### config.mk
export PLATFORM = sky130hd
export DESIGN_NAME = muldiv_unit
export DESIGN_NICKNAME = d
export VERILOG_FILES = /design/src/rtl/muldiv_pkg.sv /design/src/rtl/muldiv_step.sv /design/src/rtl/muldiv_unit.sv
export SDC_FILE = /design/constraint.sdc
export NUM_CORES = 1
export LEC_CHECK = 0
export CAP_MARGIN = 30
export CORE_MARGIN = 8
export CORE_UTILIZATION = 40
export CTS_CLUSTER_DIAMETER = 150
export DETAILED_ROUTE_END_ITERATION = 6
export SYNTH_ARGS = -nofsm -noshare
export SYNTH_HDL_FRONTEND = slang
export SYNTH_SLANG_ARGS = --single-unit
### constraint.sdc
create_clock -name i_clk -period 6.3 [get_ports i_clk]
set_input_delay 1.26 -clock i_clk [delete_from_list [all_inputs] [get_ports i_clk]]
set_output_delay 1.26 -clock i_clk [all_outputs]
set_load 0.02 [all_outputs]
### src/rtl/muldiv_pkg.sv
// Shared definitions for the iterative multiply/divide unit:
// RV32M funct3 opcodes, FSM state encoding and the divide-class helper.
package muldiv_pkg;

    localparam logic [2:0] OP_MUL    = 3'b000;
    localparam logic [2:0] OP_MULH   = 3'b001;
    localparam logic [2:0] OP_MULHSU = 3'b010;
    localparam logic [2:0] OP_MULHU  = 3'b011;
    localparam logic [2:0] OP_DIV    = 3'b100;
    localparam logic [2:0] OP_DIVU   = 3'b101;
    localparam logic [2:0] OP_REM    = 3'b110;
    localparam logic [2:0] OP_REMU   = 3'b111;

    typedef enum logic [1:0] {
        IDLE = 2'd0,
        BUSY = 2'd1,
        DONE = 2'd2
    } state_t;

    // Every divide/remainder opcode has funct3[2] set.
    function automatic logic is_div(input logic [2:0] op);
        return op[2];
    endfunction

endpackage

### src/rtl/muldiv_step.sv
// One radix-2 iteration of the unsigned core.
// mode=0: shift-add multiply. acc = {partial product, multiplier}; the
//         multiplicand is added into the upper half when acc[0] is set,
//         then the whole accumulator shifts right by one.
// mode=1: restoring divide. acc = {remainder, dividend/quotient}; the next
//         dividend bit is shifted into the remainder and the divisor is
//         subtracted when it fits. The quotient bit is returned separately
//         and acc_next[0] is left zero for the caller to fill.
module muldiv_step #(
    parameter int XLEN = 32
) (
    input  logic [2*XLEN-1:0] acc,
    input  logic [XLEN-1:0]   operand,
    input  logic              mode,
    output logic [2*XLEN-1:0] acc_next,
    output logic              q_bit
);

    logic [XLEN:0] mul_sum;
    logic [XLEN:0] shifted;
    logic [XLEN:0] diff;

    // Combinational single iteration for both modes.
    always_comb begin
        mul_sum  = {1'b0, acc[2*XLEN-1:XLEN]} + (acc[0] ? {1'b0, operand} : {(XLEN+1){1'b0}});
        shifted  = acc[2*XLEN-1:XLEN-1];
        // Remainder stays below the divisor, so a wrap sets diff[XLEN].
        diff     = shifted - {1'b0, operand};
        q_bit    = 1'b0;
        acc_next = {mul_sum, acc[XLEN-1:1]};
        if (mode) begin
            q_bit    = ~diff[XLEN];
            acc_next = {(diff[XLEN] ? shifted[XLEN-1:0] : diff[XLEN-1:0]), acc[XLEN-2:0], 1'b0};
        end
    end

endmodule

### src/rtl/muldiv_unit.sv
// Iterative RV32M multiply/divide unit, one operation in flight.
// Optional feature macro: MULDIV_EARLY_OUT_EN -- divide-by-zero, signed
// overflow and multiply-by-zero skip the iteration phase.
module muldiv_unit
    import muldiv_pkg::*;
#(
    parameter int XLEN = 32
) (
    input  logic            i_clk,
    input  logic            i_rst_n,
    input  logic            i_valid,
    output logic            o_ready,
    input  logic [2:0]      i_op,
    input  logic [XLEN-1:0] i_op1,
    input  logic [XLEN-1:0] i_op2,
    input  logic            i_kill,
    output logic            o_valid,
    input  logic            i_ready,
    output logic [XLEN-1:0] o_result,
    output logic            o_busy
);

    localparam int CNT_W = $clog2(XLEN) + 1;
    localparam logic [XLEN-1:0] MIN_VAL = {1'b1, {(XLEN-1){1'b0}}};

    state_t            state, state_nxt;
    logic [CNT_W-1:0]  cnt_p0;
    logic [2*XLEN-1:0] acc_p0;
    logic [XLEN-1:0]   opnd_p0;
    logic [2:0]        op_p0;
    logic              s1_p0, s2_p0, special_p0;
    logic [XLEN-1:0]   spec_val_p0;
    logic [XLEN-1:0]   res_p1;

    logic              accept, last_iter, early;
    logic              op1_signed, op2_signed, s1, s2;
    logic              div_zero, ovf, special;
    logic [XLEN-1:0]   abs1, abs2, spec_val;
    logic [2*XLEN-1:0] step_acc, acc_upd;
    logic              step_q;

    // Sign-fix the unsigned core result and apply the forced special value.
    function automatic logic [XLEN-1:0] fix_result(
        input logic [2:0]        op,
        input logic [2*XLEN-1:0] fin,
        input logic              sg1,
        input logic              sg2,
        input logic              spc,
        input logic [XLEN-1:0]   spc_val
    );
        logic [2*XLEN-1:0] prod;
        logic [XLEN-1:0]   quo, rem;
        prod = (sg1 ^ sg2) ? -fin : fin;
        quo  = (sg1 ^ sg2) ? -fin[XLEN-1:0] : fin[XLEN-1:0];
        rem  = sg1 ? -fin[2*XLEN-1:XLEN] : fin[2*XLEN-1:XLEN];
        if (spc)
            return spc_val;
        else if (is_div(op))
            return op[1] ? rem : quo;
        else
            return (op == OP_MUL) ? prod[XLEN-1:0] : prod[2*XLEN-1:XLEN];
    endfunction

    assign o_ready  = (state == IDLE);
    assign o_valid  = (state == DONE);
    assign o_busy   = (state == BUSY) || (state == DONE);
    assign o_result = res_p1;

    assign accept    = (state == IDLE) && i_valid && !i_kill;
    assign last_iter = (cnt_p0 == CNT_W'(XLEN - 1));

    // Accept-time operand decode: signedness, absolute values, special cases.
    always_comb begin
        op1_signed = (i_op == OP_MULH) || (i_op == OP_MULHSU) || (i_op == OP_DIV) || (i_op == OP_REM);
        op2_signed = (i_op == OP_MULH) || (i_op == OP_DIV) || (i_op == OP_REM);
        s1         = op1_signed && i_op1[XLEN-1];
        s2         = op2_signed && i_op2[XLEN-1];
        abs1       = s1 ? -i_op1 : i_op1;
        abs2       = s2 ? -i_op2 : i_op2;
        div_zero   = is_div(i_op) && (i_op2 == '0);
        ovf        = ((i_op == OP_DIV) || (i_op == OP_REM)) && (i_op1 == MIN_VAL) && (i_op2 == '1);
        spec_val   = '0;
        if (div_zero)
            spec_val = i_op[1] ? i_op1 : '1;
        else if (ovf)
            spec_val = i_op[1] ? '0 : i_op1;
`ifdef MULDIV_EARLY_OUT_EN
        special    = div_zero || ovf || (!is_div(i_op) && ((i_op1 == '0) || (i_op2 == '0)));
        early      = special;
`else
        special    = div_zero || ovf;
        early      = 1'b0;
`endif
    end

    muldiv_step #(.XLEN(XLEN)) u_step (
        .acc      (acc_p0),
        .operand  (opnd_p0),
        .mode     (is_div(op_p0)),
        .acc_next (step_acc),
        .q_bit    (step_q)
    );

    assign acc_upd = step_acc | {{(2*XLEN-1){1'b0}}, step_q};

    // FSM state register.
    always_ff @(posedge i_clk) begin
        if (!i_rst_n) state <= IDLE;
        else          state <= state_nxt;
    end

    // FSM next-state logic; kill always returns to IDLE.
    always_comb begin
        state_nxt = state;
        case (state)
            IDLE:    if (accept) state_nxt = early ? DONE : BUSY;
            BUSY:    if (i_kill) state_nxt = IDLE;
                     else if (last_iter) state_nxt = DONE;
            DONE:    if (i_kill || i_ready) state_nxt = IDLE;
            default: state_nxt = IDLE;
        endcase
    end

    // Operand latch, per-cycle iteration and final result register.
    always_ff @(posedge i_clk) begin
        if (!i_rst_n) begin
            cnt_p0      <= '0;
            acc_p0      <= '0;
            opnd_p0     <= '0;
            op_p0       <= '0;
            s1_p0       <= 1'b0;
            s2_p0       <= 1'b0;
            special_p0  <= 1'b0;
            spec_val_p0 <= '0;
            res_p1      <= '0;
        end else if (accept) begin
            cnt_p0      <= '0;
            acc_p0      <= {{XLEN{1'b0}}, (is_div(i_op) ? abs1 : abs2)};
            opnd_p0     <= is_div(i_op) ? abs2 : abs1;
            op_p0       <= i_op;
            s1_p0       <= s1;
            s2_p0       <= s2;
            special_p0  <= special;
            spec_val_p0 <= spec_val;
            if (early) res_p1 <= spec_val;
        end else if ((state == BUSY) && !i_kill) begin
            cnt_p0 <= cnt_p0 + 1'b1;
            acc_p0 <= acc_upd;
            if (last_iter)
                res_p1 <= fix_result(op_p0, acc_upd, s1_p0, s2_p0, special_p0, spec_val_p0);
        end
    end

endmodule

==> results of run 1 <==
-- power breakdown --
part	leakage [nW]	internal, mW	switching (mW)
combinational	5.39	0.519	1.02
clock	0.293	0.602	0.538
sequential	1.41	1.14	0.0582
total	7.10	2.26	1.62
-- cells in the mapped netlist (22+ instances only) --
cell	count	area share
a211oi_1	64	0.028
xnor2_1	98	0.051
and2_1	45	0.017
ha_1	73	0.054
o31ai_1	23	0.010
mux2i_1	55	0.032
or3_1	28	0.010
a31oi_1	27	0.010
o211ai_1	85	0.038
dfxtp_1	174	0.21
nand3_1	41	0.012
o21ai_0	149	0.044
nand2_1	294	0.065
nand2b_1	22	0.0081
inv_1	70	0.015
nand4_1	37	0.014
nor2_1	263	0.058
a21oi_1	249	0.073
nor3_1	60	0.018
clkbuf_1	131	0.029
xor2_1	91	0.047
-- sequential cells by signal, summed over array words and instances (netlist names) --
register     cells
acc_p0          64
cnt_p0           6
o_result        32
op_p0            3
opnd_p0         32
s1_p0            1
s2_p0            1
spec_val_p0     32
special_p0       1
state            2
-- metal layers --
layer,GRT usage,vias to the layer above
li1,-,8843
met1,0.386,9031
met2,0.458,926
met3,0.0501,180
met4,0.135,6
met5,0,-
-- tightest hold or removal path, stage by stage (launching register included) --
cell     delay [ns]
dfxtp_1        0.31
nand2_1        0.05
o21ai_1        0.05
-- cells by family after synthesis --
| group | Yosys count |
|---|---|
| AO/OA/AOI/OAI | 781 |
| flip-flops | 174 |
| AND/OR/NAND/NOR | 900 |
| multiplexers | 65 |
| XOR/XNOR | 189 |
| adder cells (fa/ha/maj) | 75 |
| buffers and inverters | 229 |
-- how the worst max path moves through the flow --
stage	startpoint	end	slack [ns]	cells after the start
after floorplan	acc_p0[31]	o_result[28]	0.42	26
after global placement	acc_p0[31]	o_result[28]	0.42	22
after detailed placement	acc_p0[31]	o_result[28]	0.35	22
after CTS	acc_p0[31]	o_result[28]	0.31	22
after global routing	acc_p0[31]	o_result[28]	0.07	22
final	acc_p0[31]	o_result[15]	0.37	20
-- area by class of cell --
cell class                 count  area [um^2]
clock inverter                14          174
fill                        4308        22700
antenna                        3         7.51
sequential                   174         3490
inverter                      70          263
multi-input combinational   2010        12600
tap                          539          674
clock buffer                  18          429
timing repair buffer         175         1590
-- metrics by stage --
stage / area (um^2) / util
CTS: 19200 / 0.458
floorplan: 17000 / -
global placement: 18600 / 0.443
global route: 19200 / 0.458
finish: 19200 / 0.458
detailed placement: 18600 / 0.444
==> results.yml, run 1 <==
run_status:
  status: "finished clean"
power:
  leakagePower_nw: 7.10
  p_per_area_nw_per_um2: 202
  p_total_mw: 3.88
  ir_worst_vdd_uv: 222
critical_path:
  critical_path.top_delay_family: "compound AO/OA/AOI/OAI gates"
  path_cells: "inv_1, ha_1, inv_1, fa_1, a211oi_1, o211ai_1, a31oi_2, buf_4, a211o_1, o211a_1, buf_4, mux2i_1, mux2i_1, buf_4, nand4bb_1, or4_1, o31ai_1, xnor2_1, a221oi_1, nor3_1"
  worstReg2RegEnd: "o_result[15]"
  r2r-start: "acc_p0[31]"
  worst-r2r-setup-slack_ns: 0.37
  startpoint_type: "register"
  worst_ep_arrival_time_ns: 6.25
  crit_type: "register to register"
  critPathRequiredTime_ns: 6.62
  cp_num_buf_inv: 5
  cp_common_cell: "buf_4"
  cp_slowest_cell: "or4_1"
  reg2regPathDepth: 20
  cp_max_fo: 35
  cp-end-kind: "register"
  cp_slowest_stage_delay_ns: 0.80
detailed_routing:
  wire_per_inst_um: 25.1
  drt_first_pass_iters: 6
  routed_via_density: 6.32
  wl_met2_mm: 33.2
  drc_errors: 0
  antenna_left: 0
  wl_met3_mm: 5.97
  wl_met1_mm: 32.5
  wl_mm: 75.5
  highest_layer: "met5"
  drt_iter0_drc: 2328
  vias: 19000
sta:
  drv_slew: 0
  setup_viol: 0
  worst_pin_slew_ns: 1.16
  fin_crit_sh: 0.941
  rsz0062_at_grt: "false"
  slew_headroom: 0.223
  hold_slack_ns: 0.449
  hold_viol_final: 0
  period_needed_ns: 5.93
  fin_worst_skew_ns: 0.0174
  max_clock_freq_mhz: 169
  tns_ns: 0
  fin_ws_ns: 0.371
placement:
  place.gp.congestion: 0.980
  place_ws_ns: 0.353
  dp_hpwl_mm: 59.1
  place_inst: 2968
  port_buffers: 106
cts:
  cts_sinks: 174
  cts_resized: 0
  cts_tree: "yes"
  clk_pin_slew_ns: 0.07
  cts_made_buffers: 17
  cts_root_buf: "clkbuf_16"
  cts_setup_buffers: 0
  holdBufCountCts: 0
  clk_latency_ns: 0.47
  cts_buffer_depth: 2
  htree_levels: 4
grt:
  antenna_found_initial: 5
  grt_pass1_vias: 17400
  grt_max_degree: 72
  grtUsageTotal: 0.292
  grt_pass1_wl_mm: 111
  gr-total-overflow: 0
logic_synthesis:
  synth_top_family_by_area: "compound AO/OA/AOI/OAI gates"
  ys_types: 90
  synth_edf_count: 0
  avgSynthCellArea_um2: 7.03
  synth.net_count: 2560
  synthXorXnorAreaFrac: 0.0976
  synthSimpleGateAreaFrac: 0.249
  ys_seq_area_frac: 0.205
  netlist_area_um2: 17000
  muxShareOfSynthArea: 0.0391
  syn_inst: 2413
  synth_compound_area_frac: 0.299
  synthFlopType: "dfxtp_1"
  asyncSetResetFlopFracSynth: 0
  synth_seq_cells: 174
  synth_warnings: 0
  synth_fa_ha_area_frac: 0.0562
hold_path:
  hold_path_class: "register to register"
  hold_path_depth: 2
  holdPathEnd: "o_result[19]"
  worstHoldStart: "o_result[19]"
floorplan:
  ios: 107
  initial_core_util: 0.404
  dieArea_um2: 49200
  die_h_um: 222
  placementRows: 75
  die_w_um: 222
  core_um2: 41900
final_layout:
  fin_nets: 2595
  final_cell_mix: "nand2_1, nor2_1, a21oi_1"
  final_common_cell: "nand2_1"
  final_cell_count_no_fill: 3003
  drive_gt1_frac: 0.0658
  area_growth_syn_to_layout_pct: 13.4
job:
  max_cap_viol_count: 0
(Power assumes the default switching activity.)
==> run 2: changes to the inputs <==
--- a/config.mk
+++ b/config.mk
@@ -10,6 +10,7 @@
 export CORE_UTILIZATION = 40
 export CTS_CLUSTER_DIAMETER = 150
 export DETAILED_ROUTE_END_ITERATION = 6
+export RECOVER_POWER = 100
 export SYNTH_ARGS = -nofsm -noshare
 export SYNTH_HDL_FRONTEND = slang
 export SYNTH_SLANG_ARGS = --single-unit
==> run 2 against run 1 <==
  * The flow now finishes with violations (max-capacitance violations, max-slew violations)
  * Routed wire length shrank 0.14%
  * Clock power hardly changed
  * Final cell count unchanged
  * Die area is the same
  * Highest routed layer unchanged
==> results.yml, run 2 (same netlist as run 1, synthesis figures left out) <==
run_status:
  status: "finished with violations"
  violations: "max-capacitance violations, max-slew violations"
sta:
  setup_viol: 0
  fin_worst_skew_ns: 0.0145
  max_clock_freq_mhz: 165
  worst_pin_slew_ns: 3.42
  hold_viol_final: 0
  tns_ns: 0
  drv_slew: 115
  slew_headroom: -1.28
  period_needed_ns: 6.07
  fin_crit_sh: 0.963
  rsz0062_at_grt: "false"
floorplan:
  die_h_um: 222
  ios: 107
  die_w_um: 222
  core_um2: 41900
  placementRows: 75
  initial_core_util: 0.404
  dieArea_um2: 49200
hold_path:
  holdPathEnd: "o_result[23]"
  worstHoldStart: "o_result[23]"
  hold_path_depth: 2
  hold_path_class: "register to register"
grt:
  antenna_found_initial: 4
  grt_pass1_vias: 17400
  grt_pass1_wl_mm: 111
  gr-total-overflow: 0
  grt_max_degree: 72
  grtUsageTotal: 0.292
critical_path:
  cp_slowest_cell: "clkbuf_1"
  path_cells: "clkbuf_1, and2_0, ha_1, a311o_1, a21oi_1, nand2_1, xnor2_1, nor2_1, a311oi_4, nand2_1, or4_1, o31ai_1, xnor2_1, a221oi_1, nor3_1"
  critPathRequiredTime_ns: 6.50
  startpoint_type: "register"
  crit_type: "register to register"
  r2r-start: "acc_p0[0]"
  cp_num_buf_inv: 1
  cp_slowest_stage_delay_ns: 0.87
  reg2regPathDepth: 15
  crit_cells: 15
  worst_ep_arrival_time_ns: 6.27
  critical_path.top_delay_family: "compound AO/OA/AOI/OAI gates"
  worst-r2r-setup-slack_ns: 0.23
  cp_max_fo: 21
  worstReg2RegEnd: "o_result[15]"
  cp-end-kind: "register"
detailed_routing:
  wl_mm: 75.4
  antenna_left: 0
  vias: 19000
  drc_errors: 0
  wire_per_inst_um: 25.1
  drt_iter0_drc: 2237
  drt_first_pass_iters: 6
  routed_via_density: 6.31
placement:
  place_inst: 2968
  place.gp.congestion: 0.980
  port_buffers: 106
  placed_area_um2: 18600
  dp_hpwl_mm: 59.1
cts:
  cts_setup_buffers: 0
  cts_made_buffers: 17
  cts_root_buf: "clkbuf_16"
  htree_levels: 4
  clk_latency_ns: 0.47
  cts_buffer_depth: 2
  cts_tree: "yes"
  cts_sinks: 174
  clk_pin_slew_ns: 0.08
final_layout:
  final_cell_count_no_fill: 3003
  fin_util: 0.457
  largest-register: "acc_p0"
  fin_area_um2: 19200
  fin_nets: 2595
  final_cell_mix: "nand2_1, nor2_1, a21oi_1"
  final_common_cell: "nand2_1"
  largest_reg_flops: 64
  area_growth_syn_to_layout_pct: 12.9
  drive_gt1_frac: 0.0569
power:
  leakagePower_nw: 7.15
  p_sw_frac: 0.417
  p_sw_mw: 1.62
  seq_power_share: 0.310
  pwr-share-clk: 0.295
  p_int_mw: 2.26
  ir_worst_vdd_uv: 224
  p_per_area_nw_per_um2: 202
  p_total_mw: 3.88
  pwr-share-comb: 0.395
job:
  max_cap_viol_count: 3
-- run 2: metrics by stage --
| step | hold slack (ns) | setup WS [ns] |
|---|---|---|
| 2_1_floorplan | 0.416 | 0.422 |
| 3_3_place_gp | 0.436 | 0.424 |
| 3_5_place_dp | 0.443 | 0.353 |
| 4_1_cts | 0.454 | 0.305 |
| 5_1_grt | 0.467 | 0.0560 |
| 6_report | 0.446 | 0.232 |
-- run 2: tightest hold or removal path: cells and delay by family (launching register included) --
| family | cells | cell delay, ns |
|---|---|---|
| flops | 1 | 0.31 |
| simple gates | 1 | 0.05 |
| compound gates | 1 | 0.05 |
-- run 2: layer usage --
metal,up-vias,share of wire,GRT usage
li1,8823,-,-
met1,9006,0.43,0.386
met2,955,0.44,0.458
met3,167,0.079,0.0501
met4,4,0.049,0.135
met5,-,0.00037,0
-- run 2: power by group through the flow --
stage          Sequential [mW]  Clock [mW]  Combinational (mW)
6_report                  1.20        1.14                1.53
5_1_grt                   1.21        1.19                1.62
4_1_cts                   1.20        1.15                1.50
3_5_place_dp              1.23           0                1.49
3_3_place_gp              1.22           0                1.49
2_1_floorplan             1.20           0               0.991
-- run 2: repair_timing --
item / in CTS / in global routing
setup endpoints to repair: 0 / 4
hold buffers: 0 / 0
resized for setup: 0 / 1
-- run 2: final cells by class --
type,instances,area [um^2]
tap,539,674
timing repair buffer,175,1540
inverter,70,263
antenna,3,7.51
fill,4324,22800
clock inverter,14,174
clock buffer,18,429
sequential,174,3490
multi-input combinational,2010,12600
-- run 2: worst max path at each step --
| stage | startpoint | end | slack [ns] |
|---|---|---|---|
| after floorplan | acc_p0[31] | o_result[28] | 0.42 |
| after global placement | acc_p0[31] | o_result[28] | 0.42 |
| after detailed placement | acc_p0[31] | o_result[28] | 0.35 |
| after CTS | acc_p0[31] | o_result[28] | 0.31 |
| after global routing | acc_p0[31] | o_result[16] | 0.06 |
| final | acc_p0[0] | o_result[15] | 0.23 |
==> run 3: changes to the inputs <==
--- a/config.mk
+++ b/config.mk
@@ -11,6 +11,7 @@
 export CTS_CLUSTER_DIAMETER = 150
 export DETAILED_ROUTE_END_ITERATION = 6
 export RECOVER_POWER = 100
+export SETUP_SLACK_MARGIN = 0.02
 export SYNTH_ARGS = -nofsm -noshare
 export SYNTH_HDL_FRONTEND = slang
 export SYNTH_SLANG_ARGS = --single-unit
==> results of run 3 <==
No change in the layout: final DEF, timing and power equal those of run 2.
